## src/rtl/mem_access.sv

```systemverilog
// Memory-access stage: issues one data-memory transaction per load/store and forwards WB control.
// Optional access watchdog enabled by defining MEM_ACCESS_TIMEOUT_EN.
module mem_access (
  input  logic        clk,
  input  logic        rst,
  input  logic        ex_valid,
  input  logic        ex_mem_read,
  input  logic        ex_mem_write,
  input  logic [1:0]  ex_size,
  input  logic        ex_unsigned,
  input  logic [31:0] ex_addr,
  input  logic [31:0] ex_wdata,
  input  logic [4:0]  ex_rd,
  input  logic [4:0]  ex_rt,
  input  logic        ex_mux2,
  input  logic        ex_mux3,
  input  logic        ex_wr,
  output logic        dmem_req,
  output logic        dmem_we,
  output logic [31:0] dmem_addr,
  output logic [3:0]  dmem_be,
  output logic [31:0] dmem_wdata,
  input  logic [31:0] dmem_rdata,
  input  logic        dmem_ack,
  output logic        stall,
  output logic [31:0] dato_mem,
  output logic [31:0] ALU,
  output logic [4:0]  rd,
  output logic [4:0]  rt,
  output logic        Mux_flag_2_M,
  output logic        Mux_flag_3_M,
  output logic        banco_flag_wr_M,
  output logic        MEM_WB_enable,
  output logic        misalign
`ifdef MEM_ACCESS_TIMEOUT_EN
  ,
  output logic        timeout
`endif
);

`ifdef MEM_ACCESS_TIMEOUT_EN
  typedef enum logic [1:0] {IDLE, ACCESS, TIMEOUT} state_t;
  logic [4:0] cnt_q;
`else
  typedef enum logic [1:0] {IDLE, ACCESS} state_t;
`endif

  state_t state_q, state_d;

  logic [31:0] op_addr;
  logic [4:0]  op_rd, op_rt;
  logic        op_m2, op_m3, op_wr, op_load, op_uns;
  logic [1:0]  op_size;

  logic        is_mem, is_misal;
  logic [3:0]  st_be;
  logic [31:0] st_wdata;
  logic [7:0]  ld_byte;
  logic [15:0] ld_half;
  logic [31:0] ld_data;

  assign is_mem   = ex_mem_read | ex_mem_write;
  assign is_misal = ((ex_size == 2'b01) && ex_addr[0]) || (ex_size[1] && (ex_addr[1:0] != 2'b00));

  always_comb begin
    st_be    = 4'b1111;
    st_wdata = ex_wdata;
    case (ex_size)
      2'b00: begin
        st_be    = 4'b0001 << ex_addr[1:0];
        st_wdata = {4{ex_wdata[7:0]}};
      end
      2'b01: begin
        st_be    = ex_addr[1] ? 4'b1100 : 4'b0011;
        st_wdata = {2{ex_wdata[15:0]}};
      end
      default: ;
    endcase
  end

  // Little-endian lane select on the latched address of the outstanding load
  always_comb begin
    ld_byte = dmem_rdata[7:0];
    case (op_addr[1:0])
      2'b01:   ld_byte = dmem_rdata[15:8];
      2'b10:   ld_byte = dmem_rdata[23:16];
      2'b11:   ld_byte = dmem_rdata[31:24];
      default: ;
    endcase
    ld_half = op_addr[1] ? dmem_rdata[31:16] : dmem_rdata[15:0];
    case (op_size)
      2'b00:   ld_data = {{24{~op_uns & ld_byte[7]}}, ld_byte};
      2'b01:   ld_data = {{16{~op_uns & ld_half[15]}}, ld_half};
      default: ld_data = dmem_rdata;
    endcase
  end

  always_comb begin
    state_d = state_q;
    case (state_q)
      IDLE:    if (ex_valid && is_mem && !is_misal) state_d = ACCESS;
      ACCESS: begin
        if (dmem_ack) state_d = IDLE;
`ifdef MEM_ACCESS_TIMEOUT_EN
        else if (cnt_q == 5'd0) state_d = TIMEOUT;
`endif
      end
      default: state_d = IDLE;
    endcase
  end

  always_ff @(posedge clk) begin
    if (rst) state_q <= IDLE;
    else     state_q <= state_d;
  end

  always_ff @(posedge clk) begin
    if (rst) begin
      dmem_req <= 1'b0; dmem_we <= 1'b0; dmem_be <= 4'b0;
      dmem_addr <= 32'b0; dmem_wdata <= 32'b0;
      stall <= 1'b0; misalign <= 1'b0; MEM_WB_enable <= 1'b1;
      dato_mem <= 32'b0; ALU <= 32'b0; rd <= 5'b0; rt <= 5'b0;
      Mux_flag_2_M <= 1'b0; Mux_flag_3_M <= 1'b0; banco_flag_wr_M <= 1'b0;
      op_addr <= 32'b0; op_rd <= 5'b0; op_rt <= 5'b0; op_size <= 2'b0;
      op_m2 <= 1'b0; op_m3 <= 1'b0; op_wr <= 1'b0; op_load <= 1'b0; op_uns <= 1'b0;
`ifdef MEM_ACCESS_TIMEOUT_EN
      cnt_q <= 5'd0; timeout <= 1'b0;
`endif
    end else begin
      MEM_WB_enable <= 1'b1;
      misalign      <= 1'b0;
      stall         <= (state_d != IDLE);
`ifdef MEM_ACCESS_TIMEOUT_EN
      timeout <= 1'b0;
`endif
      case (state_q)
        IDLE: if (ex_valid) begin
          if (is_mem && !is_misal) begin
            op_addr <= ex_addr; op_rd <= ex_rd; op_rt <= ex_rt; op_size <= ex_size;
            op_m2 <= ex_mux2; op_m3 <= ex_mux3; op_wr <= ex_wr;
            op_load <= ex_mem_read; op_uns <= ex_unsigned;
            dmem_req   <= 1'b1;
            dmem_we    <= ~ex_mem_read;
            dmem_addr  <= {ex_addr[31:2], 2'b00};
            dmem_be    <= st_be;
            dmem_wdata <= st_wdata;
`ifdef MEM_ACCESS_TIMEOUT_EN
            cnt_q <= 5'd15;
`endif
          end else begin
            ALU <= ex_addr; rd <= ex_rd; rt <= ex_rt;
            Mux_flag_2_M <= ex_mux2; Mux_flag_3_M <= ex_mux3;
            banco_flag_wr_M <= ex_wr & ~(is_mem & is_misal);
            misalign        <= is_mem & is_misal;
            MEM_WB_enable   <= 1'b0;
          end
        end
        ACCESS: begin
          if (dmem_ack) begin
            ALU <= op_addr; rd <= op_rd; rt <= op_rt;
            Mux_flag_2_M <= op_m2; Mux_flag_3_M <= op_m3; banco_flag_wr_M <= op_wr;
            if (op_load) dato_mem <= ld_data;
            dmem_req <= 1'b0; dmem_we <= 1'b0; dmem_be <= 4'b0;
            MEM_WB_enable <= 1'b0;
          end
`ifdef MEM_ACCESS_TIMEOUT_EN
          else if (cnt_q == 5'd0) begin
            dmem_req <= 1'b0; dmem_we <= 1'b0; dmem_be <= 4'b0;
            timeout  <= 1'b1;
          end else begin
            cnt_q <= cnt_q - 5'd1;
          end
`endif
        end
        default: begin
          ALU <= op_addr; rd <= op_rd; rt <= op_rt;
          Mux_flag_2_M <= op_m2; Mux_flag_3_M <= op_m3; banco_flag_wr_M <= 1'b0;
          dato_mem <= 32'b0;
          MEM_WB_enable <= 1'b0;
        end
      endcase
    end
  end

endmodule
```

## config.mk

```make
export PLATFORM = sky130hd
export DESIGN_NAME = mem_access
export DESIGN_NICKNAME = d
export VERILOG_FILES = /design/src/rtl/mem_access.sv
export SDC_FILE = /design/constraint.sdc
export NUM_CORES = 1
export LEC_CHECK = 0
export BUFFER_PORTS_ARGS = -buffer_cell sky130_fd_sc_hd__buf_4
export CAP_MARGIN = 20
export CORE_MARGIN = 10
export CORE_UTILIZATION = 50
export CTS_BUF_LIST = sky130_fd_sc_hd__clkbuf_4 sky130_fd_sc_hd__clkbuf_8 sky130_fd_sc_hd__clkbuf_16
export CTS_CLUSTER_DIAMETER = 80
export DETAILED_ROUTE_END_ITERATION = 16
export PLACE_DENSITY = 0.8
export SYNTH_ARGS = -nofsm -noshare
export SYNTH_HDL_FRONTEND = slang
export SYNTH_SLANG_ARGS = --single-unit
```

## constraint.sdc

```tcl
create_clock -name clk -period 1.85 [get_ports clk]
set_input_delay 0.37 -clock clk [delete_from_list [all_inputs] [get_ports clk]]
set_output_delay 0.37 -clock clk [all_outputs]
set_load 0.02 [all_outputs]
```

==> results of run 1 <==
## power breakdown
part           total, mW  internal [mW]  switching [mW]
Clock               3.60           2.21            1.39
Combinational       1.40          0.616           0.781
Sequential          3.89           3.79          0.0929
## critical path, delay by kind of cell, from the launching register on
kind | cells | cell delay (ns)
AO/OA/AOI/OAI | 2 | 0.25
buffers and inverters | 2 | 0.42
flip-flops | 1 | 0.44
multiplexers | 2 | 0.47
## flip-flops by register name, summed over array words and instances (netlist names), 4 cells and up
name	cells
ALU	32
dato_mem	32
dmem_be	4
dmem_wdata	32
op_addr	32
op_rd	5
op_rt	5
rd	5
rt	5
## layer usage
layer,vias up,wire [um]
met2,279,11270
met3,31,2607
met5,-,0
li1,3552,-
met1,3348,9568
met4,0,540
## layout make-up
class                   count  area share [%]
multi-input cells         615           35.57
flip-flops and latches    169           33.26
repair buffers            294           22.79
clock buffers              25           5.077
well taps                 188           2.311
clock inverters             6          0.8483
inverters                   4          0.1475
## synthesized netlist by cell type, drive strengths merged (2+ instances only)
cell,number
o31a,6
mux2i,63
nor2b,3
a211oi,8
o21ai,49
nand2,184
a2111oi,2
a32o,7
a21oi,137
inv,4
a32oi,6
nand3,6
nor2,38
dfxtp,169
mux2,8
and2,2
o41ai,44
nor3b,7
nand2b,19
a311oi,9
buf,61
clkbuf,52
## placed cells by master (no fill, tap or decap), drive strengths merged, types with 2 or more instances in the layout
cell type  instances
o41ai             44
nand2b            19
a32o               7
a211oi             8
bufinv             2
o21ai             49
buf              294
nor2b              3
dfxtp            169
a2111oi            2
nor3b              7
mux2i             63
a32oi              6
a21oi            137
clkinv             2
mux2               8
nand3              6
clkbuf            25
nor2              38
and2               2
inv                5
o31a               6
nand2            184
conb               3
a311oi             9
## how the worst max path moves through the flow
stage	to	cells after the start	slack, ns
4_1_cts	dato_mem[10]$_SDFFE_PP0P_	4	0.08
6_report	dato_mem[17]$_SDFFE_PP0P_	6	0.14
5_1_grt	dato_mem[21]$_SDFFE_PP0P_	6	0.003
2_1_floorplan	dato_mem[14]$_SDFFE_PP0P_	5	0.25
3_3_place_gp	dato_mem[14]$_SDFFE_PP0P_	5	0.12
3_5_place_dp	dato_mem[9]$_SDFFE_PP0P_	5	0.10
## metrics by stage
stage	area (um^2)	utilization (%)	power [mW]
floorplan	7607	-	4.726
global placement	9567	63.64	5.337
detailed placement	9567	63.64	5.359
CTS	10170	67.65	8.939
global route	10180	67.70	9.205
finish	10180	67.70	8.879
## logic make-up (layout without fill, tap and decap cells)
family	Yosys count	after routing	share of synthesized area (%)
buffers and inverters	117	329	8.297
flip-flops	169	169	44.52
multiplexers	72	72	9.779
AO/OA/AOI/OAI	275	275	22.77
AND/OR/NAND/NOR	265	265	14.59
other	1	3	0.04934
## what timing repair did
item,in CTS,in global routing
setup endpoints to repair,0,5
hold buffers,0,0
resized for setup,0,1
hold endpoints to repair,0,0
==> flow_summary.yaml, run 1 <==
run_status:
  status: "complete, no violations"
cells_and_area:
  final-seq-area_mm2: 0.003385
  multi_input_area_mm2: 0.003620
  nets: 1219
  fillers: 1241
  drive_above_1_share_pct: 30.91
  fin_cells: 1301
  areaGrowthSynthToFinish_pct: 33.92
  n_antenna_cell: 0
worst_setup_path:
  critPathLaunch: "op_addr[1]$_SDFFE_PP0P_"
  endpoint_kind: "flop"
  crit_type: "reg2reg"
  r2r_start: "op_addr[1]$_SDFFE_PP0P_"
  slowest_stage: "dfxtp_1"
  ff2ff_path_depth: 6
  cp.required_ns: 2.14
  worstPathCellList: "buf_12 > mux2i_1 > mux2i_1 > o21ai_2 > buf_4 > o21ai_0"
  r2r-end: "dato_mem[17]$_SDFFE_PP0P_"
  critPathArrivalTime_ns: 2.00
  critPathMaxFanout: 23
  startpoint_type: "flop"
  cpMostUsedCell: "mux2i_1"
  max_stage_delay_ns: 0.44
  worst-r2r-setup-slack_ns: 0.14
clocking:
  cts.sinks: 169
  cts-root-buf: "clkbuf_16"
  cts_tree: "built"
  cts_made_buffers: 17
  clockBufferDepth: 2
  htreeDepth: 4
  clk_latency_ns: 0.41
  post-cts-setup-buffers: 0
  clk_pin_slew_ns: 0.06
grt:
  use_met3_pct: 9.565
  gr-total-overflow: 0
  busiest_layer: "met2"
  grt_max_degree: 64
  met2_usage_pct: 35.40
  antenna_found_initial: 0
  grt_use_total_pct: 22.39
  grt_pass1_wl_um: 36920
  use_met1_pct: 26.59
  grt_pass1_vias: 6781
drt:
  vias_per_cell: 5.542
  drt-pass1-iter-count: 5
  routedWlPerCell_um: 18.44
  first_iter_violations: 439
  num_vias: 7210
  ant_nets: 0
  drc: 0
  drt_wl_total_um: 23990
yosys:
  synthFlopType: "dfxtp_1"
  async_flop_share_pct: 0
  synth_cell_types: 43
  syn_avg_cell_area_um2: 8.454
  yosysTopAreaCell: "dfxtp_1"
  syn_inst: 899
  synth_top_area_share_pct: 44.52
  synth-seq-cells: 169
  syn_area_mm2: 0.007600
  yosysWarningCount: 0
  ys_seq_area_share_pct: 44.52
  synth_area_leaders: "dfxtp_1 (45%), nand2_1 (9.1%), a21oi_1 (8.9%), mux2i_1 (8.3%), o41ai_1 (5.1%)"
  synth_edf_count: 0
floorplan:
  die-area_mm2: 0.02053
  start_util_pct: 50.55
  core_area_mm2: 0.01503
  ios: 268
  die_w_um: 143.3
  die_h_um: 143.3
  rows: 45
place:
  hpwlAfterDp_um: 17200
  pre_cts_slack_ns: 0.1014
  placed_cells: 1270
  placement.io_buffers: 265
  routabilityCongestion: 0.8283
timing:
  fmax_ghz: 0.5839
  grt_setup_unrepaired: "no"
  setup_ws_ns: 0.1374
  setup_tns_ns: 0
  hold_slack_ns: 0.2066
  slew_violations: 0
  clock_skew_ns: 0.006937
  finalHoldViolCount: 0
  period_needed_ns: 1.713
  relSlewSlack_pct: 29.06
  setup_viol: 0
  period_share_pct: 92.57
  tightestPinTransition_ns: 1.060
power_and_ir_drop:
  p_leak_nw: 4.295
  power_density_mw_per_mm2: 872.4
  peakVddDrop_mv: 0.5893
job:
  drv_cap: 0
min_path:
  hp-start: "ex_mux3"
  hold_path_depth: 3
  hold_end: "op_m3$_SDFFE_PP0P_"
  hp-class: "in2reg"
No activity file was read; power rests on OpenSTA's default activity.
==> run 2, diff against run 1 <==
--- a/config.mk
+++ b/config.mk
@@ -7,7 +7,7 @@
 export LEC_CHECK = 0
 export BUFFER_PORTS_ARGS = -buffer_cell sky130_fd_sc_hd__buf_4
 export CAP_MARGIN = 20
-export CORE_MARGIN = 10
+export CORE_MARGIN = 1.5
 export CORE_UTILIZATION = 50
 export CTS_BUF_LIST = sky130_fd_sc_hd__clkbuf_4 sky130_fd_sc_hd__clkbuf_8 sky130_fd_sc_hd__clkbuf_16
 export CTS_CLUSTER_DIAMETER = 80
==> run 2 against run 1 <==
Effect of this change:
- design area rose by 1.2%
- sequential share of layout area shrank 0.38 points
- via count grew 2.5%
- sequential power barely moved
- register-to-register slack better by 0.02 ns
- die area shrank 22%
- critical path depth is 2 lower
- highest routed layer unchanged
==> flow_summary.yaml, run 2 (synthesis results as in run 1) <==
run_status:
  status: "complete, no violations"
worst_setup_path:
  startpoint_type: "flop"
  max_stage_delay_ns: 0.52
  cp.required_ns: 2.17
  slowest_stage: "mux4_2"
  crit_type: "reg2reg"
  endpoint_kind: "flop"
  worstPathCellList: "mux4_2 > a21oi_2 > nand2_1 > a32o_1"
  critPathArrivalTime_ns: 2.01
  ff2ff_path_depth: 4
  cp.buffers_inverters: 0
  crit_cells: 4
  r2r_start: "op_addr[1]$_SDFFE_PP0P_"
  critPathLaunch: "op_addr[1]$_SDFFE_PP0P_"
  crit_family: "compound AO/OA/AOI/OAI gates"
  r2r-end: "dato_mem[11]$_SDFFE_PP0P_"
  critPathMaxFanout: 7
  worst-r2r-setup-slack_ns: 0.16
  cp-endpoint: "dato_mem[11]$_SDFFE_PP0P_"
grt:
  grt_max_degree: 60
  antenna_found_initial: 0
  grt_pass1_wl_um: 35260
  grt_use_total_pct: 27.73
  gr-total-overflow: 0
  grt_pass1_vias: 6865
timing:
  relSlewSlack_pct: 65.41
  finalHoldViolCount: 0
  setup_tns_ns: 0
  grt_setup_unrepaired: "no"
  fmax_ghz: 0.5921
  slew_violations: 0
  period_share_pct: 91.30
  clock_skew_ns: 0.006256
  period_needed_ns: 1.689
  hold_slack_ns: 0.1937
  tightestPinTransition_ns: 0.5189
  setup_viol: 0
clocking:
  cts_hold_buf: 0
  cts.sinks: 169
  cts_made_buffers: 17
  htreeDepth: 4
  clk_latency_ns: 0.43
  cts_tree: "built"
  cts-resized-gates: 0
  post-cts-setup-buffers: 0
  clockBufferDepth: 2
  clk_pin_slew_ns: 0.07
  cts-root-buf: "clkbuf_16"
drt:
  drt-pass1-iter-count: 6
  drt_wl_total_um: 22390
  routedWlPerCell_um: 17.17
  drc: 0
  num_vias: 7393
  ant_nets: 0
  first_iter_violations: 582
  vias_per_cell: 5.669
cells_and_area:
  areaGrowthSynthToFinish_pct: 35.48
  nets: 1225
  fillers: 1199
  multi_input_area_mm2: 0.003612
  drive_above_1_share_pct: 31.34
  final_common_cell: "buf_4"
  finalInstanceArea_mm2: 0.01030
  n_antenna_cell: 0
  layout_common_cells: "buf_4 (291), nand2_1 (184), dfxtp_1 (168)"
  final-seq-area_mm2: 0.003385
place:
  hpwlAfterDp_um: 15370
  routabilityCongestion: 0.8220
  placement.io_buffers: 265
  dpl_cell_area_mm2: 0.009599
power_and_ir_drop:
  p_total_mw: 9.399
  power_density_mw_per_mm2: 912.9
  p_leak_nw: 4.362
  peakVddDrop_mv: 0.6864
min_path:
  hold_path_depth: 3
  hp-class: "in2reg"
job:
  drv_cap: 0
floorplan:
  start_util_pct: 51.70
  die_w_um: 126.3
  ios: 268
  core_area_mm2: 0.01470
  die_h_um: 126.3
  die-area_mm2: 0.01595
  rows: 44
==> run 2: cell count changes in the layout (fill, tap and decap cells not counted) <==
cell,previous run,this run
a21oi_2,0,1
a21oi_4,2,1
buf_4,285,291
bufinv_16,2,6
clkbuf_4,3,1
clkbuf_8,5,3
clkinv_4,0,1
==> run 2: metrics by stage <==
step / utilization, % / setup WS, ns / cells
6_report: 70.05 / 0.1610 / 1304
5_1_grt: 70.05 / 0.08762 / 1304
4_1_cts: 69.99 / 0.1631 / 1303
3_5_place_dp: 65.30 / 0.07037 / 1271
3_3_place_gp: 65.30 / 0.1180 / 1271
2_1_floorplan: - / 0.2535 / 901
==> run 2: layout make-up <==
class	instances	area share [%]
clock inverters	11	2.090
clock buffers	21	4.606
multi-input cells	615	35.08
well taps	184	2.236
inverters	4	0.1458
flip-flops and latches	169	32.87
repair buffers	300	22.97
==> run 2: where the power goes <==
group	total [mW]	internal [mW]	leakage, nW	switching [mW]
Combinational	1.40	0.623	2.65	0.781
Clock	4.11	2.66	0.337	1.45
Sequential	3.88	3.79	1.38	0.0919
Total	9.40	7.07	4.36	2.33
==> run 2: per-layer routing <==
| metal | up-vias | routed length, um | global-route usage [%] |
|---|---|---|---|
| met2 | 302 | 10780 | 45.51 |
| li1 | 3570 | - | - |
| met1 | 3484 | 9143 | 34.50 |
| met3 | 37 | 1871 | 8.284 |
| met5 | - | 0 | 0 |
| met4 | 0 | 595 | 10.41 |
==> run 2: worst min path at each step <==
| stage | start | to |
|---|---|---|
| after detailed placement | dato_mem[30]$_SDFFE_PP0P_ | dato_mem[30]$_SDFFE_PP0P_ |
| after CTS | ex_addr[9] | op_addr[9]$_SDFFE_PP0P_ |
| after global routing | ex_addr[10] | op_addr[10]$_SDFFE_PP0P_ |
| after floorplan | op_m2$_SDFFE_PP0P_ | op_m2$_SDFFE_PP0P_ |
| after global placement | dato_mem[26]$_SDFFE_PP0P_ | dato_mem[26]$_SDFFE_PP0P_ |
| final | ex_addr[9] | op_addr[9]$_SDFFE_PP0P_ |
==> run 2: worst reg2reg max path, cell delays in order, from the launching register on <==
cell and delay [ns]:
dfxtp_1 0.36, mux4_2 0.52, a21oi_2 0.33, nand2_1 0.11, a32o_1 0.27
==> run 3, diff against run 2 <==
--- a/config.mk
+++ b/config.mk
@@ -7,6 +7,7 @@
 export LEC_CHECK = 0
 export BUFFER_PORTS_ARGS = -buffer_cell sky130_fd_sc_hd__buf_4
 export CAP_MARGIN = 20
+export CORE_ASPECT_RATIO = 1.75
 export CORE_MARGIN = 1.5
 export CORE_UTILIZATION = 50
 export CTS_BUF_LIST = sky130_fd_sc_hd__clkbuf_4 sky130_fd_sc_hd__clkbuf_8 sky130_fd_sc_hd__clkbuf_16
==> constraint.sdc (replaced) <==
create_clock -name clk -period 1.85 [get_ports clk]
set_input_delay 0.37 -clock clk [delete_from_list [all_inputs] [get_ports clk]]
set_output_delay 0.37 -clock clk [all_outputs]
set_load 0.1 [all_outputs]
==> run 3 against run 2 <==
Effect of this change:
- setup slack worse by 0.062 ns
- wire length is 2.4% higher
- clock-buffer cell count is 3 lower
- critical path type unchanged
- critical endpoint is now rt[0]$_SDFFE_PP0P_
==> flow_summary.yaml, run 3 (synthesis results as in run 1) <==
power_and_ir_drop:
  p_seq_share_pct: 39.4
  peakVddDrop_mv: 0.6616
  power_density_mw_per_mm2: 964.0
  clkPwrFrac_pct: 37.9
  p_leak_nw: 4.337
  comb_power_share_pct: 22.7
  p_switching_mw: 3.273
  internal-power_mw: 6.592
  p_sw_share_pct: 33.18
clocking:
  cts-root-buf: "clkbuf_16"
  clk_pin_slew_ns: 0.07
  clockBufferDepth: 2
  clk_latency_ns: 0.42
  cts_made_buffers: 17
  cts.sinks: 169
  cts_hold_buf: 0
  htreeDepth: 4
  cts_tree: "built"
  post-cts-setup-buffers: 0
worst_setup_path:
  startpoint_type: "flop"
  critPathMaxFanout: 10
  critPathArrivalTime_ns: 2.09
  cp.required_ns: 2.19
  ff2ff_path_depth: 5
  endpoint_kind: "flop"
  crit_type: "reg2reg"
  r2r_start: "state_q[0]$_SDFF_PP0_"
  critPathLaunch: "state_q[0]$_SDFF_PP0_"
grt:
  grt_pass1_wl_um: 35570
  grt_pass1_vias: 7083
  busiest_layer: "met2"
  met2_usage_pct: 49.94
  antenna_found_initial: 0
  use_met3_pct: 5.907
  grt_use_total_pct: 28.62
  gr-total-overflow: 0
  grt_max_degree: 46
  use_met1_pct: 31.75
timing:
  clock_skew_ns: 0.01256
  period_share_pct: 94.64
  setup_viol: 0
  tightestPinTransition_ns: 0.5169
  fmax_ghz: 0.5712
  setup_tns_ns: 0
  period_needed_ns: 1.751
  slew_violations: 0
  grt_setup_unrepaired: "no"
  finalHoldViolCount: 0
  relSlewSlack_pct: 65.54
job:
  drv_cap: 0
drt:
  drt-pass1-iter-count: 5
  ant_nets: 0
  num_vias: 7376
  drt_wl_total_um: 22930
  drc: 0
  first_iter_violations: 336
  routedWlPerCell_um: 17.57
  vias_per_cell: 5.652
cells_and_area:
  n_antenna_cell: 0
  areaGrowthSynthToFinish_pct: 34.66
  fin_cells: 1305
  drive_above_1_share_pct: 31.73
  final_common_cell: "buf_4"
  nets: 1227
  layout_common_cells: "buf_4 (294), nand2_1 (184), dfxtp_1 (168)"
floorplan:
  die_h_um: 166.1
  start_util_pct: 51.22
  die_w_um: 96.20
  rows: 59
  core_area_mm2: 0.01484
  ios: 268
  die-area_mm2: 0.01598
place:
  routabilityCongestion: 0.8651
  placed_cells: 1272
  hpwlAfterDp_um: 16410
  placement.io_buffers: 265
min_path:
  hold_path_depth: 3
  hp-start: "ex_rt[4]"
  hp-class: "in2reg"
run_status:
  status: "complete, no violations"
## run 3: cell count changes in the layout (fill, tap and decap cells not counted), sizes merged
cell    previous run  this run
buf              300       302
inv                5        11
bufinv             6         3
clkbuf            21        18
## run 3: worst max-delay path, stage by stage, from the launching register on
cell	delay, ns
dfxtp_1	0.50
nand2b_1	0.22
a21oi_4	0.05
or3_2	0.53
buf_4	0.21
a21oi_1	0.17
## run 3: power by group through the flow
| stage | Sequential (mW) | Clock, mW | Combinational (mW) |
|---|---|---|---|
| after floorplan | 4.79 | 0 | 0.769 |
| after global placement | 3.96 | 0 | 2.20 |
| after detailed placement | 3.97 | 0 | 2.23 |
| after CTS | 3.89 | 3.79 | 2.23 |
| after global routing | 3.90 | 3.97 | 2.34 |
| final | 3.89 | 3.74 | 2.24 |
## run 3: final timing paths
kind                               end  slack, ns
min reg2reg  dato_mem[24]$_SDFFE_PP0P_       0.45
max                 rt[0]$_SDFFE_PP0P_        0.1
min              op_rt[4]$_SDFFE_PP0P_       0.20
max reg2reg         rt[0]$_SDFFE_PP0P_        0.1
## run 3: final cells by class
cell class | instances | area (um^2)
inverter | 4 | 15.01
tap | 183 | 229.0
multi-input combinational | 615 | 3630
fill | 1246 | 4604
clock inverter | 14 | 183.9
sequential | 169 | 3385
timing repair buffer | 302 | 2359
clock buffer | 18 | 432.9
## run 3: per-stage QoR
stage	hold WS, ns	setup WS (ns)	power [mW]	utilization [%]	area (um^2)
floorplan	0.4357	0.2522	5.557	-	7607
global placement	0.4347	0.1198	6.169	64.63	9589
detailed placement	0.4434	0.04977	6.196	64.63	9589
CTS	0.1881	0.08588	9.911	68.78	10210
global route	0.1862	0.02463	10.21	68.97	10230
finish	0.1986	0.09918	9.865	68.97	10230
## run 3: routing by layer
metal  share of wire (%)  vias up  wire, um
li1                    -     3579         -
met1                  36     3452      8313
met2                  54      290     12290
met3                 6.1       55      1402
met4                 4.0        0       919
met5                   0        -         0
## run 3: timing repair
item / in CTS / in global routing
resized for setup: 0 / 5
endpoints found under the hold margin: 0 / 0
endpoints found under the setup margin: 0 / 13
